[config.mk]
export PLATFORM = sky130hd
export DESIGN_NAME = uart_fifo
export DESIGN_NICKNAME = d
export VERILOG_FILES = /design/src/rtl/uart_fifo.sv
export SDC_FILE = /design/constraint.sdc
export NUM_CORES = 1
export LEC_CHECK = 0
export ABC_AREA = 1
export CORE_UTILIZATION = 65
export DETAILED_ROUTE_END_ITERATION = 6
export PLACE_DENSITY = 0.84
export SYNTH_ARGS = -nofsm -noshare
export SYNTH_HDL_FRONTEND = slang
export SYNTH_SLANG_ARGS = --single-unit
[constraint.sdc]
create_clock -name clk -period 5.45 [get_ports clk]
set_input_delay 1.635 -clock clk [delete_from_list [all_inputs] [get_ports clk]]
set_output_delay 1.635 -clock clk [all_outputs]
set_load 0.005 [all_outputs]
[src/rtl/uart_fifo.sv]
// Memory-mapped UART with TX/RX FIFOs, optional parity, 1/2 stop bits,
// sticky W1C error flags and a registered level interrupt.
module uart_fifo #(
    parameter int unsigned DATA_BITS    = 8,
    parameter int unsigned FIFO_DEPTH   = 16,
    parameter int unsigned DEFAULT_BAUD = 433
) (
    input  logic        clk,
    input  logic        rst_n,
    input  logic        we,
    input  logic        re,
    input  logic [2:0]  reg_num,
    input  logic [31:0] wd,
    output logic [31:0] rd,
    input  logic        rx,
    output logic        tx,
    output logic        irq
);
    localparam int unsigned AW       = $clog2(FIFO_DEPTH);
    localparam logic [AW:0] LVL_FULL = (AW+1)'(FIFO_DEPTH);
    localparam logic [3:0]  LAST_BIT = 4'(DATA_BITS - 1);

    typedef enum logic [2:0] {S_IDLE, S_START, S_DATA, S_PARITY, S_STOP} state_t;

    logic [7:0]  r_ctrl;
    logic [15:0] r_baud;
    logic        r_rx_ovr, r_frm_err, r_par_err, r_tx_ovf, r_irq;

    logic [DATA_BITS-1:0] r_tx_mem [FIFO_DEPTH];
    logic [DATA_BITS-1:0] r_rx_mem [FIFO_DEPTH];
    logic [AW-1:0] r_tx_wp, r_tx_rp, r_rx_wp, r_rx_rp;
    logic [AW:0]   r_tx_lvl, r_rx_lvl;

    state_t               r_tx_state, r_rx_state;
    logic                 r_tx, r_tx_par, r_tx_pen, r_tx_stop2, r_tx_stop_more;
    logic [15:0]          r_tx_cnt, r_tx_baud, r_rx_cnt, r_rx_baud, r_rx_half;
    logic [3:0]           r_tx_bit, r_rx_bit;
    logic [DATA_BITS-1:0] r_tx_shift, r_rx_shift;
    logic                 r_rx_s1, r_rx_s2, r_rx_prev, r_rx_pen, r_rx_podd;

    logic        w_rd_en, w_wr_stat, w_wr_tdr;
    logic        w_tx_full, w_tx_busy, w_tx_tick, w_tx_pop, w_tx_push, w_tx_ovf_set;
    logic        w_rx_full, w_rx_tick, w_rx_fall, w_rx_done, w_rx_pop, w_rx_push;
    logic        w_rx_ovr_set, w_par_set, w_frm_set;
    logic [15:0] w_baud_eff;
    logic [DATA_BITS-1:0] w_tx_head, w_rx_head;
    logic [31:0] w_stat, w_rd_val;
    logic        w_unused;

    assign w_unused     = ^wd[31:16];
    assign w_rd_en      = re && !we;
    assign w_wr_stat    = we && (reg_num == 3'd1);
    assign w_wr_tdr     = we && (reg_num == 3'd3);
    assign w_baud_eff   = (r_baud < 16'd3) ? 16'd3 : r_baud;

    assign w_tx_head    = r_tx_mem[r_tx_rp];
    assign w_tx_full    = (r_tx_lvl == LVL_FULL);
    assign w_tx_busy    = (r_tx_state != S_IDLE);
    assign w_tx_tick    = (r_tx_cnt == r_tx_baud);
    // A pop either starts a frame from IDLE or chains straight out of the last stop bit.
    assign w_tx_pop     = r_ctrl[0] && (r_tx_lvl != '0) &&
                          ((r_tx_state == S_IDLE) ||
                           ((r_tx_state == S_STOP) && w_tx_tick && !r_tx_stop_more));
    assign w_tx_push    = w_wr_tdr && (!w_tx_full || w_tx_pop);
    assign w_tx_ovf_set = w_wr_tdr && w_tx_full && !w_tx_pop;

    assign w_rx_head    = r_rx_mem[r_rx_rp];
    assign w_rx_full    = (r_rx_lvl == LVL_FULL);
    assign w_rx_tick    = (r_rx_cnt == r_rx_baud);
    assign w_rx_fall    = r_rx_prev && !r_rx_s2;
    assign w_rx_done    = (r_rx_state == S_STOP) && w_rx_tick;
    assign w_rx_pop     = w_rd_en && (reg_num == 3'd4) && (r_rx_lvl != '0);
    assign w_rx_push    = w_rx_done && (!w_rx_full || w_rx_pop);
    assign w_rx_ovr_set = w_rx_done && w_rx_full && !w_rx_pop;
    assign w_par_set    = (r_rx_state == S_PARITY) && w_rx_tick &&
                          (r_rx_s2 != ((^r_rx_shift) ^ r_rx_podd));
    assign w_frm_set    = w_rx_done && !r_rx_s2;

    assign tx  = r_tx;
    assign irq = r_irq;

    always_comb begin
        w_stat        = '0;
        w_stat[0]     = w_tx_full;
        w_stat[1]     = w_tx_busy;
        w_stat[2]     = (r_tx_lvl == '0);
        w_stat[3]     = (r_rx_lvl != '0);
        w_stat[4]     = w_rx_full;
        w_stat[5]     = r_rx_ovr;
        w_stat[6]     = r_frm_err;
        w_stat[7]     = r_par_err;
        w_stat[8]     = r_tx_ovf;
        w_stat[23:16] = 8'(r_rx_lvl);
        w_stat[31:24] = 8'(r_tx_lvl);
    end

    always_comb begin
        w_rd_val = '0;
        case (reg_num)
            3'd0:    w_rd_val = {24'd0, r_ctrl};
            3'd1:    w_rd_val = w_stat;
            3'd2:    w_rd_val = {16'd0, r_baud};
            3'd4:    w_rd_val = (r_rx_lvl != '0) ? 32'(w_rx_head) : '0;
            default: w_rd_val = '0;
        endcase
    end

    always_ff @(posedge clk) begin
        if (w_tx_push) r_tx_mem[r_tx_wp] <= wd[DATA_BITS-1:0];
        if (w_rx_push) r_rx_mem[r_rx_wp] <= r_rx_shift;
    end

    always_ff @(posedge clk or negedge rst_n) begin
        if (!rst_n) begin
            r_ctrl    <= '0;
            r_baud    <= 16'(DEFAULT_BAUD);
            rd        <= '0;
            r_irq     <= 1'b0;
            r_rx_ovr  <= 1'b0;
            r_frm_err <= 1'b0;
            r_par_err <= 1'b0;
            r_tx_ovf  <= 1'b0;
            r_tx_wp   <= '0;
            r_tx_rp   <= '0;
            r_tx_lvl  <= '0;
            r_rx_wp   <= '0;
            r_rx_rp   <= '0;
            r_rx_lvl  <= '0;
        end else begin
            if (we && reg_num == 3'd0) r_ctrl <= wd[7:0];
            if (we && reg_num == 3'd2) r_baud <= wd[15:0];
            if (w_rd_en) rd <= w_rd_val;
            // Sticky flags: a set in the same cycle as a W1C clear wins.
            r_rx_ovr  <= w_rx_ovr_set | (r_rx_ovr  & ~(w_wr_stat & wd[5]));
            r_frm_err <= w_frm_set    | (r_frm_err & ~(w_wr_stat & wd[6]));
            r_par_err <= w_par_set    | (r_par_err & ~(w_wr_stat & wd[7]));
            r_tx_ovf  <= w_tx_ovf_set | (r_tx_ovf  & ~(w_wr_stat & wd[8]));
            r_irq     <= (r_ctrl[5] & w_stat[3]) | (r_ctrl[6] & w_stat[2] & ~w_tx_busy) |
                         (r_ctrl[7] & (|w_stat[8:5]));
            if (w_tx_push) r_tx_wp <= r_tx_wp + 1'b1;
            if (w_tx_pop)  r_tx_rp <= r_tx_rp + 1'b1;
            if (w_tx_push && !w_tx_pop) r_tx_lvl <= r_tx_lvl + 1'b1;
            else if (!w_tx_push && w_tx_pop) r_tx_lvl <= r_tx_lvl - 1'b1;
            if (w_rx_push) r_rx_wp <= r_rx_wp + 1'b1;
            if (w_rx_pop)  r_rx_rp <= r_rx_rp + 1'b1;
            if (w_rx_push && !w_rx_pop) r_rx_lvl <= r_rx_lvl + 1'b1;
            else if (!w_rx_push && w_rx_pop) r_rx_lvl <= r_rx_lvl - 1'b1;
        end
    end

    // Frame format and bit period are latched when a frame starts.
    always_ff @(posedge clk or negedge rst_n) begin
        if (!rst_n) begin
            r_tx_state     <= S_IDLE;
            r_tx           <= 1'b1;
            r_tx_cnt       <= '0;
            r_tx_baud      <= '0;
            r_tx_bit       <= '0;
            r_tx_shift     <= '0;
            r_tx_par       <= 1'b0;
            r_tx_pen       <= 1'b0;
            r_tx_stop2     <= 1'b0;
            r_tx_stop_more <= 1'b0;
        end else if (w_tx_pop) begin
            r_tx_state <= S_START;
            r_tx       <= 1'b0;
            r_tx_cnt   <= '0;
            r_tx_baud  <= w_baud_eff;
            r_tx_shift <= w_tx_head;
            r_tx_par   <= (^w_tx_head) ^ r_ctrl[3];
            r_tx_pen   <= r_ctrl[2];
            r_tx_stop2 <= r_ctrl[4];
        end else if (r_tx_state != S_IDLE) begin
            if (!w_tx_tick) begin
                r_tx_cnt <= r_tx_cnt + 1'b1;
            end else begin
                r_tx_cnt <= '0;
                case (r_tx_state)
                    S_START: begin
                        r_tx_state <= S_DATA;
                        r_tx       <= r_tx_shift[0];
                        r_tx_bit   <= '0;
                    end
                    S_DATA: begin
                        if (r_tx_bit == LAST_BIT) begin
                            r_tx_state     <= r_tx_pen ? S_PARITY : S_STOP;
                            r_tx           <= r_tx_pen ? r_tx_par : 1'b1;
                            r_tx_stop_more <= r_tx_stop2;
                        end else begin
                            r_tx_shift <= r_tx_shift >> 1;
                            r_tx       <= r_tx_shift[1];
                            r_tx_bit   <= r_tx_bit + 1'b1;
                        end
                    end
                    S_PARITY: begin
                        r_tx_state     <= S_STOP;
                        r_tx           <= 1'b1;
                        r_tx_stop_more <= r_tx_stop2;
                    end
                    S_STOP: begin
                        if (r_tx_stop_more) r_tx_stop_more <= 1'b0;
                        else                r_tx_state     <= S_IDLE;
                        r_tx <= 1'b1;
                    end
                    default: begin
                        r_tx_state <= S_IDLE;
                        r_tx       <= 1'b1;
                    end
                endcase
            end
        end
    end

    always_ff @(posedge clk or negedge rst_n) begin
        if (!rst_n) begin
            r_rx_s1    <= 1'b1;
            r_rx_s2    <= 1'b1;
            r_rx_prev  <= 1'b1;
            r_rx_state <= S_IDLE;
            r_rx_cnt   <= '0;
            r_rx_baud  <= '0;
            r_rx_half  <= '0;
            r_rx_bit   <= '0;
            r_rx_shift <= '0;
            r_rx_pen   <= 1'b0;
            r_rx_podd  <= 1'b0;
        end else begin
            r_rx_s1   <= rx;
            r_rx_s2   <= r_rx_s1;
            r_rx_prev <= r_rx_s2;
            case (r_rx_state)
                S_IDLE: begin
                    if (r_ctrl[1] && w_rx_fall) begin
                        r_rx_state <= S_START;
                        r_rx_cnt   <= '0;
                        r_rx_baud  <= w_baud_eff;
                        r_rx_half  <= 16'(({1'b0, w_baud_eff} + 17'd1) >> 1);
                        r_rx_pen   <= r_ctrl[2];
                        r_rx_podd  <= r_ctrl[3];
                    end
                end
                S_START: begin
                    if (r_rx_cnt == r_rx_half) begin
                        r_rx_state <= r_rx_s2 ? S_IDLE : S_DATA;
                        r_rx_cnt   <= '0;
                        r_rx_bit   <= '0;
                    end else begin
                        r_rx_cnt <= r_rx_cnt + 1'b1;
                    end
                end
                S_DATA: begin
                    if (w_rx_tick) begin
                        r_rx_cnt   <= '0;
                        r_rx_shift <= {r_rx_s2, r_rx_shift[DATA_BITS-1:1]};
                        if (r_rx_bit == LAST_BIT) r_rx_state <= r_rx_pen ? S_PARITY : S_STOP;
                        else                      r_rx_bit   <= r_rx_bit + 1'b1;
                    end else begin
                        r_rx_cnt <= r_rx_cnt + 1'b1;
                    end
                end
                S_PARITY: begin
                    if (w_rx_tick) begin
                        r_rx_cnt   <= '0;
                        r_rx_state <= S_STOP;
                    end else begin
                        r_rx_cnt <= r_rx_cnt + 1'b1;
                    end
                end
                S_STOP: begin
                    if (w_rx_tick) r_rx_state <= S_IDLE;
                    else           r_rx_cnt   <= r_rx_cnt + 1'b1;
                end
                default: r_rx_state <= S_IDLE;
            endcase
        end
    end
endmodule

* Word level (Yosys, flattened, before mapping)
Memory sizes are Yosys's and may differ from the RTL's.
Index checks and enable logic that the tools add are counted.
Widths: inputs -> output; s select.
** Operators by class
- Reduce and logical (&&, ||, !) cells :: 69
- Eq/ne operators :: 33
- Mux-type cells :: 54
- Magnitude comparators :: 1
- Add/subtract/negate cells :: 13
- Bitwise operators :: 26
** Operators with widths (count)
- $mux 16 :: 8
- $pmux 29 s4 :: 1
- $pmux 16 s4 :: 1
- $eq 16x16->1 :: 3
- $mux 8 :: 6
- $mux 3 :: 13
- $add 16x1->16 const B :: 2
- $logic_and 1x1->1 :: 27
- $add 4x1->4 const B :: 6
- $ne 2x2->1 const B :: 11
- $mux 5 :: 4
- $eq 3x2->1 const B :: 6
- $add 16x1->17 const B :: 1
- $lt 16x2->1 const B :: 1
- $mux 4 :: 4
- $pmux 4 s2 :: 2
- $reduce_xor 8->1 :: 2
- $pmux 3 s5 :: 1
- $reduce_bool 2->1 :: 7
- $and 1x1->1 :: 12
- $pmux 3 s4 :: 1
- $reduce_and 4->1 :: 3
- $add 5x1->5 const B :: 2
- $eq 5x5->1 const B :: 2
- other kinds (26) :: 70
** Storage, ports and cells
- Memories :: 2
- Bits in writable memories :: 256
- Bits in registers :: 207
- Output and inout bits :: 34
- Word-level logic and storage cells :: 233
- Input port bits :: 40
** Memory list
- r_rx_mem :: words 16, width 8, read ports 1, clocked after Yosys merged registers in 0, write ports 1, RTL line 30 : logic [DATA_BITS-1:0] r_rx_mem [FIFO_DEPTH];
- r_tx_mem :: words 16, width 8, read ports 1, clocked after Yosys merged registers in 0, write ports 1, RTL line 29 : logic [DATA_BITS-1:0] r_tx_mem [FIFO_DEPTH];

* Logic depth before layout (Yosys ltp)
- Depth in word-level cells :: 11
- Gate-level depth with buffers :: 21
- Gate-level depth less buffers :: 20

* Worst setup path before layout
Ideal clock, no wire load.
- Kind :: input port to flip-flop
- From :: input port reg_num[1]
- To :: register r_rx_lvl[4]
- Setup time :: 125 ps
- Path buffers :: 0
- Data arrival time :: 3689 ps
- Slack :: 1635 ps
- Data required time :: 5325 ps
- Cell stages on the path :: 15
- Path through :: nor2_1 -> nand3_1 -> inv_1 -> nand2_2 -> a21oi_4 -> ha_1 -> inv_1 -> fa_1 -> a21oi_1 -> nor2_1 -> nor2_1 -> nand2_1 -> nand2_1 -> nor2_1 -> xor2_1
** On the way
- Cells in the longest elaborated chain, start to end :: 8
- Elaborated cells between the ends (all ways) :: 11
- Classes of those cells :: eq/ne (1); mux (1); reduce/logical (9)
** Ends and longest elaborated chain
- start: declaration :: RTL line 12 : input logic [2:0] reg_num,
- $eq 3x3->1 * :: RTL line 72 : assign w_rx_pop = w_rd_en && (reg_num == 3'd4) && (r_rx_lvl != '0);
- $logic_and 1x1->1 * (2 in series) :: RTL line 72
- $logic_or 1x1->1 * :: RTL line 73 : assign w_rx_push = w_rx_done && (!w_rx_full || w_rx_pop);
- $logic_and 1x1->1 * :: RTL line 73
- net w_rx_push :: RTL line 43 : logic w_rx_full, w_rx_tick, w_rx_fall, w_rx_done, w_rx_pop, w_rx_push;
- $logic_not 1->1 :: RTL line 147 : else if (!w_rx_push && w_rx_pop) r_rx_lvl <= r_rx_lvl - 1'b1;
- $logic_and 1x1->1 :: RTL line 147
- $reduce_bool 2->1 (no source line)
- end signal: assignment :: RTL line 146 : if (w_rx_push && !w_rx_pop) r_rx_lvl <= r_rx_lvl + 1'b1;
- end signal: assignment :: RTL line 147
- end: declaration :: RTL line 32 : logic [AW:0] r_tx_lvl, r_rx_lvl;
The timed path passes the listed nets; every way through them passes the cells marked *.
A chain may end at the register's enable or synchronous reset.

* Worst setup path after layout
- From :: input port reg_num[0]
- To :: register r_rx_lvl[4]
The elaborated chain is that of the path after synthesis.

==> reports/metrics.cfg <==
[clock_network]
clkTransAtPathRegs_ps = 60
cts_buffer_depth = 3
cts_resized = 0
clk_latency_ps = 580
cts_sinks = 457
cts_tree = yes
h-tree-depth = 2
postCtsHoldBufs = 0
post-cts-setup-buffers = 0
cts_buffers = 45
cts_root_buf = clkbuf_16

[power_and_ir_drop]
p_switching_w = 0.00445
power_frac_seq_pct = 41.0
power_frac_comb_pct = 31.3
finalPower_w = 0.0118
clkPwrFrac_pct = 27.7
cellInternalPower_w = 0.00738
p_leak_nw = 9.61
ir_drop_uv = 404
powerDensity_nw_per_um2 = 509
p_sw_share_pct = 37.6

[global_route]
grt_first_pass_wirelength_mm = 79.8
antenna_found_initial = 1
grt_overflow = 0
track_usage_pct = 31.0
grt_max_degree = 98
grt_pass1_vias = 15108

[yosys]
ys_warn_count = 0
synth_top_cell_by_area = edfxtp_1
syn_inst = 2152
postSynthAreaPerCell_sq_um = 9.70
synth_area_leaders = edfxtp_1 (37%), dfrtp_1 (23%), nand2_1 (9.9%)
synth_edf_count = 256
async_reset_ff_share_pct = 44.0
synthesis.area_sq_um = 20900
yosys.cell_count.top_type = nand2_1
synth_ff_type = edfxtp_1
ys_top_cells_by_count = nand2_1 (548), edfxtp_1 (256), nor2_1 (220)
yosysUniqueCellTypes = 49
ys_ff_latch = 457
seq_area_frac_synth_pct = 61.0
synth.top_cell.area_share_pct = 36.8

[floorplan]
chipHeight_microns = 181
fp-row-count = 65
die_w_microns = 181
dieArea_sq_um = 32800
core_sq_um = 31600
io_pins = 74
initial_core_util_pct = 66.2

[hold_path]
hold_class = reg2reg
hold_end = r_rx_s2
min_path_cells = 0
min_from = r_rx_s1

[run_status]
violations = DRC
outcome = finished with violations

[critical_path]
worst_setup_path_end_kind = flip-flop
slowest_delay_ps = 460
reg2reg_from = r_tx_lvl[0]
r2r_cells = 18
path_cells = clkdlybuf4s50_1 > nor2_1 > nand3_1 > inv_1 > nand2_2 > a21oi_4 > ha_1 > inv_1 > fa_1 > a21oi_1 > nor2_1 > nor2_1 > nand2_1 > nand2_1 > nor2_1 > xor2_1
critPathKind = in2reg
start_kind = primary input
startpoint = reg_num[0]
arrival_ps = 4840
timing.rr.end = r_tx_lvl[4]
path_common_cell = nor2_1
cp_slowest_cell = clkdlybuf4s50_1
required_ps = 5890
cp_max_fo = 10
r2r_setup_slack_ps = 1520

[final_layout]
fin_nets = 2257
nFillCells = 2063
drive_above_1_share_pct = 6.46
layout-area-overhead-vs-synth_pct = 11.3
antenna_cells = 0
design_area_sq_um = 23200
instances_no_fill = 2631

[sta]
finalSetupTns_ps = 0
fmax_ghz = 0.228
min_period_ps = 4390
rsz0062_at_grt = no
min_period_over_period_pct = 80.6
drv_slew = 0
setup_slack_ps = 1060
tightest_slew_ps = 1200
finClkSkew_ps = 27.5
relSlewSlack_pct = 19.7
hold_viol = 0
finalSetupViolCount = 0

[place]
postPlaceCellArea_sq_um = 21700
gp_congestion = 0.910
place_inst = 2547
hpwl_mm = 32.2
pre_cts_slack_ps = 639
io_buffers = 51

[route]
first_pass_iters = 7
vias_per_cell = 6.00
drc = 10
ant_nets = 0
wl_per_cell_microns = 19.1
routed_wirelength_mm = 50.2
first_iter_violations = 1649
vias = 15790

[job]
maxCapViolations = 0

layer usage:
layer	routed length [microns]	share of wire, %	track usage, %
met3	3860	7.7	4.52
met1	19800	39	41.4
met4	2200	4.4	14.2
met2	24400	49	50.7
met5	7	0.014	0
placed cells by master (no fill, tap or decap), types with 6 or more instances in the layout:
cell / n
inv_1: 169
o21ai_0: 180
conb_1: 6
clkbuf_16: 45
nand2_1: 548
ha_1: 23
clkinv_2: 7
nor3_1: 46
nand2_2: 6
o31ai_1: 18
clkbuf_8: 10
xnor2_1: 34
or2_2: 11
clkdlybuf4s50_1: 50
nand4_1: 20
edfxtp_1: 256
o21ai_1: 11
a21oi_1: 58
inv_2: 12
dfstp_2: 9
nor4_1: 14
buf_4: 20
o221ai_1: 21
xor2_1: 50
clkbuf_1: 10
o22ai_1: 12
nand3_1: 112
dfrtp_1: 191
o211ai_1: 9
nor2_1: 220
sequential cells by signal (all words and copies together) (netlist names), 5 cells and up:
register / count
r_rx_shift: 8
r_rx_mem: 128
r_tx_lvl: 5
r_rx_half: 16
r_tx_shift: 8
r_tx_cnt: 16
r_tx_mem: 128
r_tx_baud: 16
r_rx_cnt: 16
r_baud: 16
r_rx_lvl: 5
r_ctrl: 8
r_rx_baud: 16
rd: 26
how the worst max path moves through the flow:
stage / endpoint / cells past startpoint / slack [ps]
3_3_place_gp: r_rx_lvl[4] / 16 / 750
2_1_floorplan: r_rx_lvl[4] / 15 / 1640
3_5_place_dp: r_rx_lvl[4] / 16 / 640
4_1_cts: r_rx_lvl[4] / 16 / 1140
5_1_grt: r_rx_lvl[4] / 15 / 920
6_report: r_rx_lvl[4] / 16 / 1060
critical path, delay by kind of cell:
| family | cells | cell delay [ps] |
|---|---|---|
| AND/OR/NAND/NOR | 8 | 1030 |
| buffers and inverters | 3 | 870 |
| adder cells (fa/ha/maj) | 2 | 680 |
| AO/OA/AOI/OAI | 2 | 470 |
| XOR/XNOR | 1 | 130 |
area by class of cell:
type,count,area (sq um),area share [%]
clock buffer,66,1300,5.60
inverter,185,694,2.99
clock inverter,18,272,1.17
sequential,457,12700,54.8
timing repair buffer,72,684,2.95
tap,402,503,2.17
multi-input combinational,1431,7050,30.3
cells by family (layout without fill, tap and decap cells):
family	after synthesis	after routing	share of synthesized area, %
XOR/XNOR	84	84	3.52
adder cells (fa/ha/maj)	25	25	1.57
other	1	6	0.0180
AO/OA/AOI/OAI	325	325	8.86
multiplexers	1	1	0.0539
buffers and inverters	269	341	5.38
AND/OR/NAND/NOR	990	990	19.6
flip-flops	457	457	61.0
through the flow:
step / utilization, % / hold WS (ps)
after floorplan: - / 345
after global placement: 68.6 / 348
after CTS: 73.6 / 355
after global routing: 73.6 / 359
after detailed placement: 68.6 / 347
final: 73.6 / 355
power groups by stage:
| stage | sequential [W] | clock, W | combinational [W] |
|---|---|---|---|
| floorplan | 0.00463 | 0 | 0.00277 |
| global placement | 0.00485 | 0 | 0.00342 |
| detailed placement | 0.00488 | 0 | 0.00360 |
| CTS | 0.00483 | 0.00329 | 0.00366 |
| global route | 0.00491 | 0.00342 | 0.00415 |
| finish | 0.00485 | 0.00327 | 0.00370 |
Note: power is estimated with default switching activity, not from simulation.
